**src/rtl/aes_pkg.sv**
```systemverilog
// Shared AES-128 key-schedule definitions: FSM states, round constants and block type.
package aes_pkg;

  localparam int NUM_ROUNDS = 10;

  typedef logic [127:0] block_t;

  typedef enum logic [1:0] {
    ST_IDLE   = 2'd0,
    ST_EXPAND = 2'd1,
    ST_DONE   = 2'd2
  } ks_state_e;

  localparam logic [7:0] RCON [NUM_ROUNDS] = '{
    8'h01, 8'h02, 8'h04, 8'h08, 8'h10,
    8'h20, 8'h40, 8'h80, 8'h1B, 8'h36
  };

  // Counter values past the last round select zero rather than reading off the table.
  function automatic logic [7:0] rcon_of(input logic [3:0] idx);
    logic [7:0] r;
    r = 8'h00;
    for (int i = 0; i < NUM_ROUNDS; i++) begin
      if (idx == 4'(i)) r = RCON[i];
    end
    return r;
  endfunction

endpackage

```
**src/rtl/key_schedule_if.sv**
```systemverilog
// Request/status/round-key bundle between a key-schedule client and the expander.
interface key_schedule_if;
  import aes_pkg::*;

  logic   start;
  block_t keyword;
  logic   busy;
  logic   done;
  block_t subkey0, subkey1, subkey2, subkey3, subkey4;
  block_t subkey5, subkey6, subkey7, subkey8, subkey9;

  modport master (
    output start, keyword,
    input  busy, done,
    input  subkey0, subkey1, subkey2, subkey3, subkey4,
    input  subkey5, subkey6, subkey7, subkey8, subkey9
  );

  modport slave (
    input  start, keyword,
    output busy, done,
    output subkey0, subkey1, subkey2, subkey3, subkey4,
    output subkey5, subkey6, subkey7, subkey8, subkey9
  );

endinterface

```
**src/rtl/aes_sbox.sv**
```systemverilog
// Combinational AES forward S-box, one byte in, one byte out.
module aes_sbox (
  input  logic [7:0] a_i,
  output logic [7:0] y_o
);

  localparam logic [7:0] SBOX [256] = '{
    8'h63, 8'h7c, 8'h77, 8'h7b, 8'hf2, 8'h6b, 8'h6f, 8'hc5, 8'h30, 8'h01, 8'h67, 8'h2b, 8'hfe, 8'hd7, 8'hab, 8'h76,
    8'hca, 8'h82, 8'hc9, 8'h7d, 8'hfa, 8'h59, 8'h47, 8'hf0, 8'had, 8'hd4, 8'ha2, 8'haf, 8'h9c, 8'ha4, 8'h72, 8'hc0,
    8'hb7, 8'hfd, 8'h93, 8'h26, 8'h36, 8'h3f, 8'hf7, 8'hcc, 8'h34, 8'ha5, 8'he5, 8'hf1, 8'h71, 8'hd8, 8'h31, 8'h15,
    8'h04, 8'hc7, 8'h23, 8'hc3, 8'h18, 8'h96, 8'h05, 8'h9a, 8'h07, 8'h12, 8'h80, 8'he2, 8'heb, 8'h27, 8'hb2, 8'h75,
    8'h09, 8'h83, 8'h2c, 8'h1a, 8'h1b, 8'h6e, 8'h5a, 8'ha0, 8'h52, 8'h3b, 8'hd6, 8'hb3, 8'h29, 8'he3, 8'h2f, 8'h84,
    8'h53, 8'hd1, 8'h00, 8'hed, 8'h20, 8'hfc, 8'hb1, 8'h5b, 8'h6a, 8'hcb, 8'hbe, 8'h39, 8'h4a, 8'h4c, 8'h58, 8'hcf,
    8'hd0, 8'hef, 8'haa, 8'hfb, 8'h43, 8'h4d, 8'h33, 8'h85, 8'h45, 8'hf9, 8'h02, 8'h7f, 8'h50, 8'h3c, 8'h9f, 8'ha8,
    8'h51, 8'ha3, 8'h40, 8'h8f, 8'h92, 8'h9d, 8'h38, 8'hf5, 8'hbc, 8'hb6, 8'hda, 8'h21, 8'h10, 8'hff, 8'hf3, 8'hd2,
    8'hcd, 8'h0c, 8'h13, 8'hec, 8'h5f, 8'h97, 8'h44, 8'h17, 8'hc4, 8'ha7, 8'h7e, 8'h3d, 8'h64, 8'h5d, 8'h19, 8'h73,
    8'h60, 8'h81, 8'h4f, 8'hdc, 8'h22, 8'h2a, 8'h90, 8'h88, 8'h46, 8'hee, 8'hb8, 8'h14, 8'hde, 8'h5e, 8'h0b, 8'hdb,
    8'he0, 8'h32, 8'h3a, 8'h0a, 8'h49, 8'h06, 8'h24, 8'h5c, 8'hc2, 8'hd3, 8'hac, 8'h62, 8'h91, 8'h95, 8'he4, 8'h79,
    8'he7, 8'hc8, 8'h37, 8'h6d, 8'h8d, 8'hd5, 8'h4e, 8'ha9, 8'h6c, 8'h56, 8'hf4, 8'hea, 8'h65, 8'h7a, 8'hae, 8'h08,
    8'hba, 8'h78, 8'h25, 8'h2e, 8'h1c, 8'ha6, 8'hb4, 8'hc6, 8'he8, 8'hdd, 8'h74, 8'h1f, 8'h4b, 8'hbd, 8'h8b, 8'h8a,
    8'h70, 8'h3e, 8'hb5, 8'h66, 8'h48, 8'h03, 8'hf6, 8'h0e, 8'h61, 8'h35, 8'h57, 8'hb9, 8'h86, 8'hc1, 8'h1d, 8'h9e,
    8'he1, 8'hf8, 8'h98, 8'h11, 8'h69, 8'hd9, 8'h8e, 8'h94, 8'h9b, 8'h1e, 8'h87, 8'he9, 8'hce, 8'h55, 8'h28, 8'hdf,
    8'h8c, 8'ha1, 8'h89, 8'h0d, 8'hbf, 8'he6, 8'h42, 8'h68, 8'h41, 8'h99, 8'h2d, 8'h0f, 8'hb0, 8'h54, 8'hbb, 8'h16
  };

  assign y_o = SBOX[a_i];

endmodule

```
**src/rtl/key_schedule.sv**
```systemverilog
// Iterative AES-128 key expansion: one round key per clock, ten round keys held on the outputs.
module key_schedule
  import aes_pkg::*;
(
  input  logic          HCLK,
  input  logic          n_rst,
  key_schedule_if.slave ks
);

  ks_state_e  state_q, state_d;
  logic [3:0] cnt_q, cnt_d;
  block_t     wkey_q, wkey_d;
  logic       busy_q, busy_d;
  logic       done_q, done_d;
  logic       rk_we;
  block_t     rk_q [NUM_ROUNDS];

  logic [31:0] w0, w1, w2, w3;
  logic [31:0] rot_w, sub_w, temp_w;
  logic [31:0] n0, n1, n2, n3;
  block_t      next_key;

  assign {w0, w1, w2, w3} = wkey_q;
  assign rot_w = {w3[23:0], w3[31:24]};

  genvar b;
  generate
    for (b = 0; b < 4; b++) begin : g_subword
      aes_sbox u_sbox (
        .a_i (rot_w[8*b +: 8]),
        .y_o (sub_w[8*b +: 8])
      );
    end
  endgenerate

  assign temp_w   = sub_w ^ {rcon_of(cnt_q), 24'h000000};
  assign n0       = w0 ^ temp_w;
  assign n1       = w1 ^ n0;
  assign n2       = w2 ^ n1;
  assign n3       = w3 ^ n2;
  assign next_key = {n0, n1, n2, n3};

  always_comb begin
    state_d = state_q;
    cnt_d   = cnt_q;
    wkey_d  = wkey_q;
    busy_d  = busy_q;
    done_d  = done_q;
    rk_we   = 1'b0;
    unique case (state_q)
      ST_IDLE, ST_DONE: begin
        if (ks.start) begin
          wkey_d  = ks.keyword;
          cnt_d   = 4'd0;
          busy_d  = 1'b1;
          done_d  = 1'b0;
          state_d = ST_EXPAND;
        end
      end
      ST_EXPAND: begin
        // start is deliberately not looked at here: a running expansion cannot be restarted.
        wkey_d = next_key;
        rk_we  = 1'b1;
        cnt_d  = cnt_q + 4'd1;
        if (cnt_q == 4'(NUM_ROUNDS - 1)) begin
          busy_d  = 1'b0;
          done_d  = 1'b1;
          state_d = ST_DONE;
        end
      end
      default: state_d = ST_IDLE;
    endcase
  end

  always_ff @(posedge HCLK or negedge n_rst) begin
    if (!n_rst) begin
      state_q <= ST_IDLE;
      cnt_q   <= 4'd0;
      wkey_q  <= '0;
      busy_q  <= 1'b0;
      done_q  <= 1'b0;
    end else begin
      state_q <= state_d;
      cnt_q   <= cnt_d;
      wkey_q  <= wkey_d;
      busy_q  <= busy_d;
      done_q  <= done_d;
    end
  end

  // Round keys are cleared on reset so an aborted expansion leaves nothing behind.
  always_ff @(posedge HCLK or negedge n_rst) begin
    if (!n_rst) begin
      for (int i = 0; i < NUM_ROUNDS; i++) rk_q[i] <= '0;
    end else begin
      for (int i = 0; i < NUM_ROUNDS; i++) begin
        if (rk_we && (cnt_q == 4'(i))) rk_q[i] <= next_key;
      end
    end
  end

  assign ks.busy    = busy_q;
  assign ks.done    = done_q;
  assign ks.subkey0 = rk_q[0];
  assign ks.subkey1 = rk_q[1];
  assign ks.subkey2 = rk_q[2];
  assign ks.subkey3 = rk_q[3];
  assign ks.subkey4 = rk_q[4];
  assign ks.subkey5 = rk_q[5];
  assign ks.subkey6 = rk_q[6];
  assign ks.subkey7 = rk_q[7];
  assign ks.subkey8 = rk_q[8];
  assign ks.subkey9 = rk_q[9];

endmodule

```
**src/flat_wrapper.sv**
```systemverilog
// flat-port wrapper written by rule: the top's interface ports become plain ports
module key_schedule_flat import aes_pkg::*;
  (HCLK, n_rst, ks_start, ks_keyword, ks_busy, ks_done, ks_subkey0, ks_subkey1, ks_subkey2, ks_subkey3, ks_subkey4, ks_subkey5, ks_subkey6, ks_subkey7, ks_subkey8, ks_subkey9);
  key_schedule_if ks_i ();
  input  logic HCLK;
  input  logic n_rst;
  input wire logic [$bits(ks_i.start)-1:0] ks_start;
  input wire logic [$bits(ks_i.keyword)-1:0] ks_keyword;
  output wire logic [$bits(ks_i.busy)-1:0] ks_busy;
  output wire logic [$bits(ks_i.done)-1:0] ks_done;
  output wire logic [$bits(ks_i.subkey0)-1:0] ks_subkey0;
  output wire logic [$bits(ks_i.subkey1)-1:0] ks_subkey1;
  output wire logic [$bits(ks_i.subkey2)-1:0] ks_subkey2;
  output wire logic [$bits(ks_i.subkey3)-1:0] ks_subkey3;
  output wire logic [$bits(ks_i.subkey4)-1:0] ks_subkey4;
  output wire logic [$bits(ks_i.subkey5)-1:0] ks_subkey5;
  output wire logic [$bits(ks_i.subkey6)-1:0] ks_subkey6;
  output wire logic [$bits(ks_i.subkey7)-1:0] ks_subkey7;
  output wire logic [$bits(ks_i.subkey8)-1:0] ks_subkey8;
  output wire logic [$bits(ks_i.subkey9)-1:0] ks_subkey9;
  assign ks_i.start = ks_start;
  assign ks_i.keyword = ks_keyword;
  assign ks_busy = ks_i.busy;
  assign ks_done = ks_i.done;
  assign ks_subkey0 = ks_i.subkey0;
  assign ks_subkey1 = ks_i.subkey1;
  assign ks_subkey2 = ks_i.subkey2;
  assign ks_subkey3 = ks_i.subkey3;
  assign ks_subkey4 = ks_i.subkey4;
  assign ks_subkey5 = ks_i.subkey5;
  assign ks_subkey6 = ks_i.subkey6;
  assign ks_subkey7 = ks_i.subkey7;
  assign ks_subkey8 = ks_i.subkey8;
  assign ks_subkey9 = ks_i.subkey9;
  key_schedule u_core (.HCLK(HCLK), .n_rst(n_rst), .ks(ks_i));
endmodule
```
**config.mk**
```make
export PLATFORM = sky130hd
export DESIGN_NAME = key_schedule_flat
export DESIGN_NICKNAME = d
export VERILOG_FILES = /design/src/rtl/aes_pkg.sv /design/src/rtl/key_schedule_if.sv /design/src/rtl/aes_sbox.sv /design/src/rtl/key_schedule.sv /design/src/flat_wrapper.sv
export SDC_FILE = /design/constraint.sdc
export NUM_CORES = 2
export LEC_CHECK = 0
export ABC_AREA = 0
export CAP_MARGIN = 40
export CELL_PAD_IN_SITES_DETAIL_PLACEMENT = 1
export CELL_PAD_IN_SITES_GLOBAL_PLACEMENT = 1
export CORE_AREA = 2 2 549 551
export CTS_CLUSTER_SIZE = 40
export DETAILED_ROUTE_END_ITERATION = 7
export DIE_AREA = 0 0 551 553
export PLACE_DENSITY_LB_ADDON = 0.1
export SYNTH_ARGS = -nofsm -noshare
export SYNTH_HDL_FRONTEND = slang
export SYNTH_SLANG_ARGS = --single-unit
```
**constraint.sdc**
```tcl
create_clock -name HCLK -period 5.6 [get_ports HCLK]
set_input_delay 1.68 -clock HCLK [delete_from_list [all_inputs] [get_ports HCLK]]
set_output_delay 1.68 -clock HCLK [all_outputs]
set_load 0.02 [all_outputs]
```
; Word-level counts from Yosys, hierarchy flattened
; Memories as Yosys holds them, arrays and structs flattened.
; Index checks and enable logic that the tools add are counted.
[classes]
n_addsub = 1
magnitude_cmp = 4
eq_ne = 13
n_mux = 32
bitwise = 9
reduce_logical = 17
[ops]
columns = op, count
row1 = $pmux 128 s2, 1
row2 = $xor 32x32->32, 5
row3 = $mux 8, 17
row4 = $mux 128, 1
row5 = $ge 9x9->1 const B, 4
row6 = $not 8->9, 4
row7 = $eq 4x3->1 const B, 4
row8 = $logic_and 1x1->1, 10
row9 = $eq 4x2->1 const B, 2
row10 = $eq 4x4->1 const B, 2
row11 = $pmux 4 s2, 1
row12 = $mux 1, 6
row13 = $add 4x1->4 const B, 1
row14 = $eq 4x1->1 const B, 1
row15 = $logic_not 4->1, 1
row16 = $mux 2, 2
row17 = $mux 4, 1
row18 = $pmux 1 s2, 2
row19 = $pmux 2 s2, 1
row20 = $reduce_and 2->1, 2
row21 = $reduce_and 3->1, 1
row22 = $eq 2x1->1 const B, 1
row23 = $eq 2x2->1 const B, 1
row24 = $logic_not 2->1, 1
row25 = other kinds (4), 4
[word_totals]
reg_bits = 1416
rom_bits = 8192
output_inout_bits = 1282
word_cells = 95
n_memories = 4
[mem_list]
columns = name, words, width, read_ports, rd_ports_with_merged_regs, write_ports, line_no
row1 = (no name shown), 256, 8, 1, 0, 0, aes_sbox.sv:26  ; assign y_o = SBOX[a_i];
row2 = (no name shown), 256, 8, 1, 0, 0, aes_sbox.sv:26
row3 = (no name shown), 256, 8, 1, 0, 0, aes_sbox.sv:26
row4 = (no name shown), 256, 8, 1, 0, 0, aes_sbox.sv:26

; Depth between registers and ports, before layout
[logic_depth]
word_depth = 17
mapped_depth = 17
mapped_depth_nobuf = 13

; By module
; A second synthesis with hierarchy kept.
[unflattened]
hier_cells = 6977
hier_area_um2 = 65136.2
[by_module_without_submodules]
columns = module, n_inst, cells_each, area_each_um2, seq_area_each_um2
row1 = key_schedule, 1, 4940, 52485.3, 35434.0
row2 = aes_sbox (u_core.g_subword[2].u_sbox ...), 2, 507, 3179.3, 0.0
row3 = aes_sbox (u_core.g_subword[0].u_sbox), 1, 513, 3189.3, 0.0
row4 = aes_sbox (u_core.g_subword[1].u_sbox), 1, 510, 3103.0, 0.0

; Least setup slack after synthesis
; No wires, ideal clock.
[synth_timing]
path_kind = reg-to-reg
from = reg u_core.wkey_q[9]
to = reg u_core.wkey_q[21]
arrival_time_ns = 3.926
t_required_ns = 5.469
path_slack_ns = 1.543
path_stages_with_launch = 17
synth_period_minus_slack_ns = 4.057
cell_sequence = dfrtp_1 -> buf_2 -> buf_2 -> buf_2 -> inv_1 -> ha_1 -> clkbuf_1 -> nand2b_1 -> buf_2 -> a31oi_1 -> mux4_2 -> mux2_2 -> o22ai_2 -> buf_2 -> mux2_2 -> o31ai_1 -> nand3_1
[synth_between]
elab_chain_cells = 10
[synth_lines]
columns = item, line_no
row1 = "start, declared", key_schedule.sv:12  ; block_t wkey_q, wkey_d;
row2 = "start signal, assigned", key_schedule.sv:85  ; wkey_q <= wkey_d;
row3 = $not 8->9 (not written as such), aes_sbox.sv:26
row4 = $mem_v2 256x8, n/a
row5 = $mux 8 (not written as such) (2 in series), aes_sbox.sv:26
row6 = $xor 32x32->32, key_schedule.sv:36  ; assign temp_w = sub_w ^ {rcon_of(cnt_q), 24'h000000};
row7 = $xor 32x32->32, key_schedule.sv:37  ; assign n0 = w0 ^ temp_w;
row8 = $xor 32x32->32, key_schedule.sv:38  ; assign n1 = w1 ^ n0;
row9 = $xor 32x32->32, key_schedule.sv:39  ; assign n2 = w2 ^ n1;
row10 = $xor 32x32->32, key_schedule.sv:40  ; assign n3 = w3 ^ n2;
row11 = $pmux 128 s2, key_schedule.sv:50  ; unique case (state_q)
; Every way passes these cells. The select of a mux whose other input is x is not followed.
; A chain may end at the register's enable or synchronous reset.

; Worst setup path in the final report
[layout_timing]
from = reg u_core.wkey_q[17]
to = reg u_core.rk_q, in the netlist u_core.ks.subkey2[24]
[layout_between]
elab_chain_cells = 9
[layout_lines]
columns = item, line_no
row1 = $not 8->9 (not written as such), aes_sbox.sv:26
row2 = $mem_v2 256x8, n/a
row3 = $mux 8 (not written as such) (2 in series), aes_sbox.sv:26
row4 = $xor 32x32->32, key_schedule.sv:36
row5 = $xor 32x32->32, key_schedule.sv:37
row6 = $xor 32x32->32, key_schedule.sv:38
row7 = $xor 32x32->32, key_schedule.sv:39
row8 = $xor 32x32->32, key_schedule.sv:40
row9 = "end signal, assigned by index", key_schedule.sv:97  ; if (rk_we && (cnt_q == 4'(i))) rk_q[i] <= next_key;
row10 = "end, declared", key_schedule.sv:16  ; block_t rk_q [NUM_ROUNDS];
; Every way passes these cells. The select of a mux whose other input is x is not followed.

==> impl_metrics.toml <==
[sta]
fin_setup_tns_ns = 0
period_needed_ns = 4.822
maxSlewHeadroom_pct = 18.84
finClkSkew_ns = 0.09684
drv_slew = 0
rsz0062_at_grt = "no"
hold_violations = 0
postLayoutSetupSlackWorst_ns = 0.7776
period_share_pct = 86.11
max_freq_ghz = 0.2074
setup_viol = 0
tightest_slew_ns = 1.217

[setup_path]
timing.rr.end = "u_core.ks.subkey2[24]"
r2r_start = "u_core.wkey_q[17]"
startpoint_type = "register"
crit_required_ns = 6.25
cp_max_fo = 12
slowest_stage = "nand2b_1"
worstPathArrival_ns = 5.47
rr_worst_depth = 12
critPathMostFrequentCell = "o21ai_0"
path_class = "register to register"
crit_family = "simple AND/OR/NAND/NOR gates"
crit_buf_inv = 2
max_stage_delay_ns = 0.64
cp-end-kind = "register"
path_cells = "inv_1 -> ha_1 -> nand2b_1 -> o21ai_0 -> o21ai_0 -> nor3b_1 -> a2111oi_1 -> or2_2 -> xnor3_1 -> xnor2_2 -> buf_12 -> o21ai_0"
ff2ff_setup_slack_ns = 0.78

[die]
die_y_um = 553
die_w_um = 551
start_util_pct = 22.78
core_area_sq_mm = 0.2988
dieArea_sq_mm = 0.3047
num_rows = 201
ios = 1413

[clock_network]
cts_tree = "yes"
cts_inserted_buffers = 178
cts_sinks = 1416
root_buffer = "clkbuf_16"
worstSkewPairLatency_ns = 0.88
cts_buffer_depth = 4
cts_max_level = 4
hold_buffers = 0
cts_resized = 0
cts_setup_buffers = 0
clk_pin_slew_ns = 0.06

[synth]
synthDistinctLibCells = 99
yosys.area.top_type_share_pct = 52.07
synth_warnings = 0
ys_dominant_reg_cell = "dfrtp_1"
syn_avg_cell_area_sq_um = 9.297
synth_area_sq_mm = 0.06805
synth_nets = 7526
async_reset_ff_share_pct = 100.0
synthCells = 7320
yosysTopAreaCell = "dfrtp_1"
ys_ff_latch = 1416
synth-edff-count = 0
yosysSeqAreaShare_pct = 52.07
yosys-top-cells-area = "dfrtp_1 52%, o21ai_0 11%, nand2_1 8.5%"

[global_route]
use_met2_pct = 47.17
grt_pass1_wl_um = 599100
grt_overflow = 0
gr-max-usage-layer = "met2"
grt_usage_pct = 28.32
grt_use_met3_pct = 6.018
first_global_vias = 64470
met1_usage_pct = 35.47
grt_max_degree = 165
antenna_found_initial = 92

[hold_path]
min_path_cells = 2
holdCritStartpoint = "u_core.ks.subkey4[105]"
hold_end = "u_core.ks.subkey4[105]"
min_path_type = "register to register"

[job]
drv_cap = 0

[place]
postPlaceCellArea_sq_mm = 0.08918
gp_congestion = 0.9364
dpl_worst_slack_ns = 0.7364
io_buffers = 1412
dpl.hpwl_um = 332200

[cells_and_area]
layout.cells.most_common = "nand2_1"
post-route-cell-area_sq_mm = 0.09514
layout_common_cells = "1534 x nand2_1, 1447 x o21ai_0, 1411 x clkdlybuf4s50_1"
final_util_pct = 31.84
fin_nets = 8815
drive_gt1_share_pct = 10.88
syn_to_final_growth_pct = 39.80

[routing]
drt-pass1-iter-count = 5
vias = 63950
initialDrtViolationCount = 5091
wl_um = 443400
drc = 0
ant_nets = 0
wire_per_inst_um = 34.80
via_per_inst = 5.020

[outcome]
status = "completed"
logic make-up (layout without fill, tap and decap cells):
logic type	count (synthesis)	after routing	synth area share [%]
AOI/OAI and AO/OA	2368	2368	20.87
xor gates and xnor gates	179	179	3.026
adders and majority gates	75	75	1.379
buffers and inverters	784	2205	4.799
DFF	1416	1416	52.07
muxes	129	129	2.671
other	0	41	0
and+or+nand+nor	2369	2369	15.19
routing by layer:
layer | wire (um) | up-vias
li1 | - | 28230
met1 | 184700 | 32920
met2 | 211500 | 2256
met3 | 28140 | 528
met4 | 18950 | 18
met5 | 101 | -
registers in the layout (all words and copies together), names as in the netlist:
name / flops
u_core.ks.subkey0: 128
u_core.ks.subkey1: 128
u_core.ks.subkey2: 128
u_core.ks.subkey3: 128
u_core.ks.subkey4: 128
u_core.ks.subkey5: 128
u_core.ks.subkey6: 128
u_core.ks.subkey7: 128
u_core.ks.subkey8: 128
u_core.ks.subkey9: 128
u_core.wkey_q: 128
u_core.cnt_q: 4
u_core.state_q: 2
u_core.ks.busy: 1
u_core.ks.done: 1
how the worst max path moves through the flow:
stage                                 start  slack (ns)               endpoint  cells after the start
after floorplan            u_core.wkey_q[9]        1.54      u_core.wkey_q[21]                     16
after global placement    u_core.wkey_q[18]        0.41  u_core.ks.subkey4[58]                     14
after detailed placement  u_core.wkey_q[17]        0.74  u_core.ks.subkey0[24]                     12
after CTS                 u_core.wkey_q[17]        0.74  u_core.ks.subkey2[24]                     12
after global routing      u_core.wkey_q[17]        0.51  u_core.ks.subkey2[30]                     13
final                     u_core.wkey_q[17]        0.78  u_core.ks.subkey2[24]                     12
per-stage QoR:
step                cells  hold slack (ns)
global placement    12360           0.4596
global route        12710           0.5007
CTS                 12700           0.4820
finish              12740           0.4724
detailed placement  12390           0.4690
floorplan            7320           0.4927
synth_stat cells, drive strengths merged, types with 75 or more instances:
cell type,n
ha,75
nand2b,104
clkbuf,547
a21oi,205
nor2,183
nand3,95
nand2,1543
nor2b,83
buf,176
nor3,135
dfrtp,1416
o21ai,1472
xnor2,109
tightest hold or removal path, cell delays in order, from the launching register on:
cell and delay [ns]:
dfrtp_1 0.33, nand2_1 0.05, o21ai_0 0.06
area by class of cell:
cell class | count | area, sq um
antenna | 41 | 102.6
clock buffer | 249 | 5136
clock inverter | 63 | 719.4
fill | 33700 | 203600
inverter | 61 | 229.0
multi-input combinational | 5120 | 30280
sequential | 1416 | 35460
tap | 3958 | 4952
timing repair buffer | 1832 | 18260
Power is not shown: default switching activity piles up to over one toggle a cycle in this logic, so the estimate is an artifact.
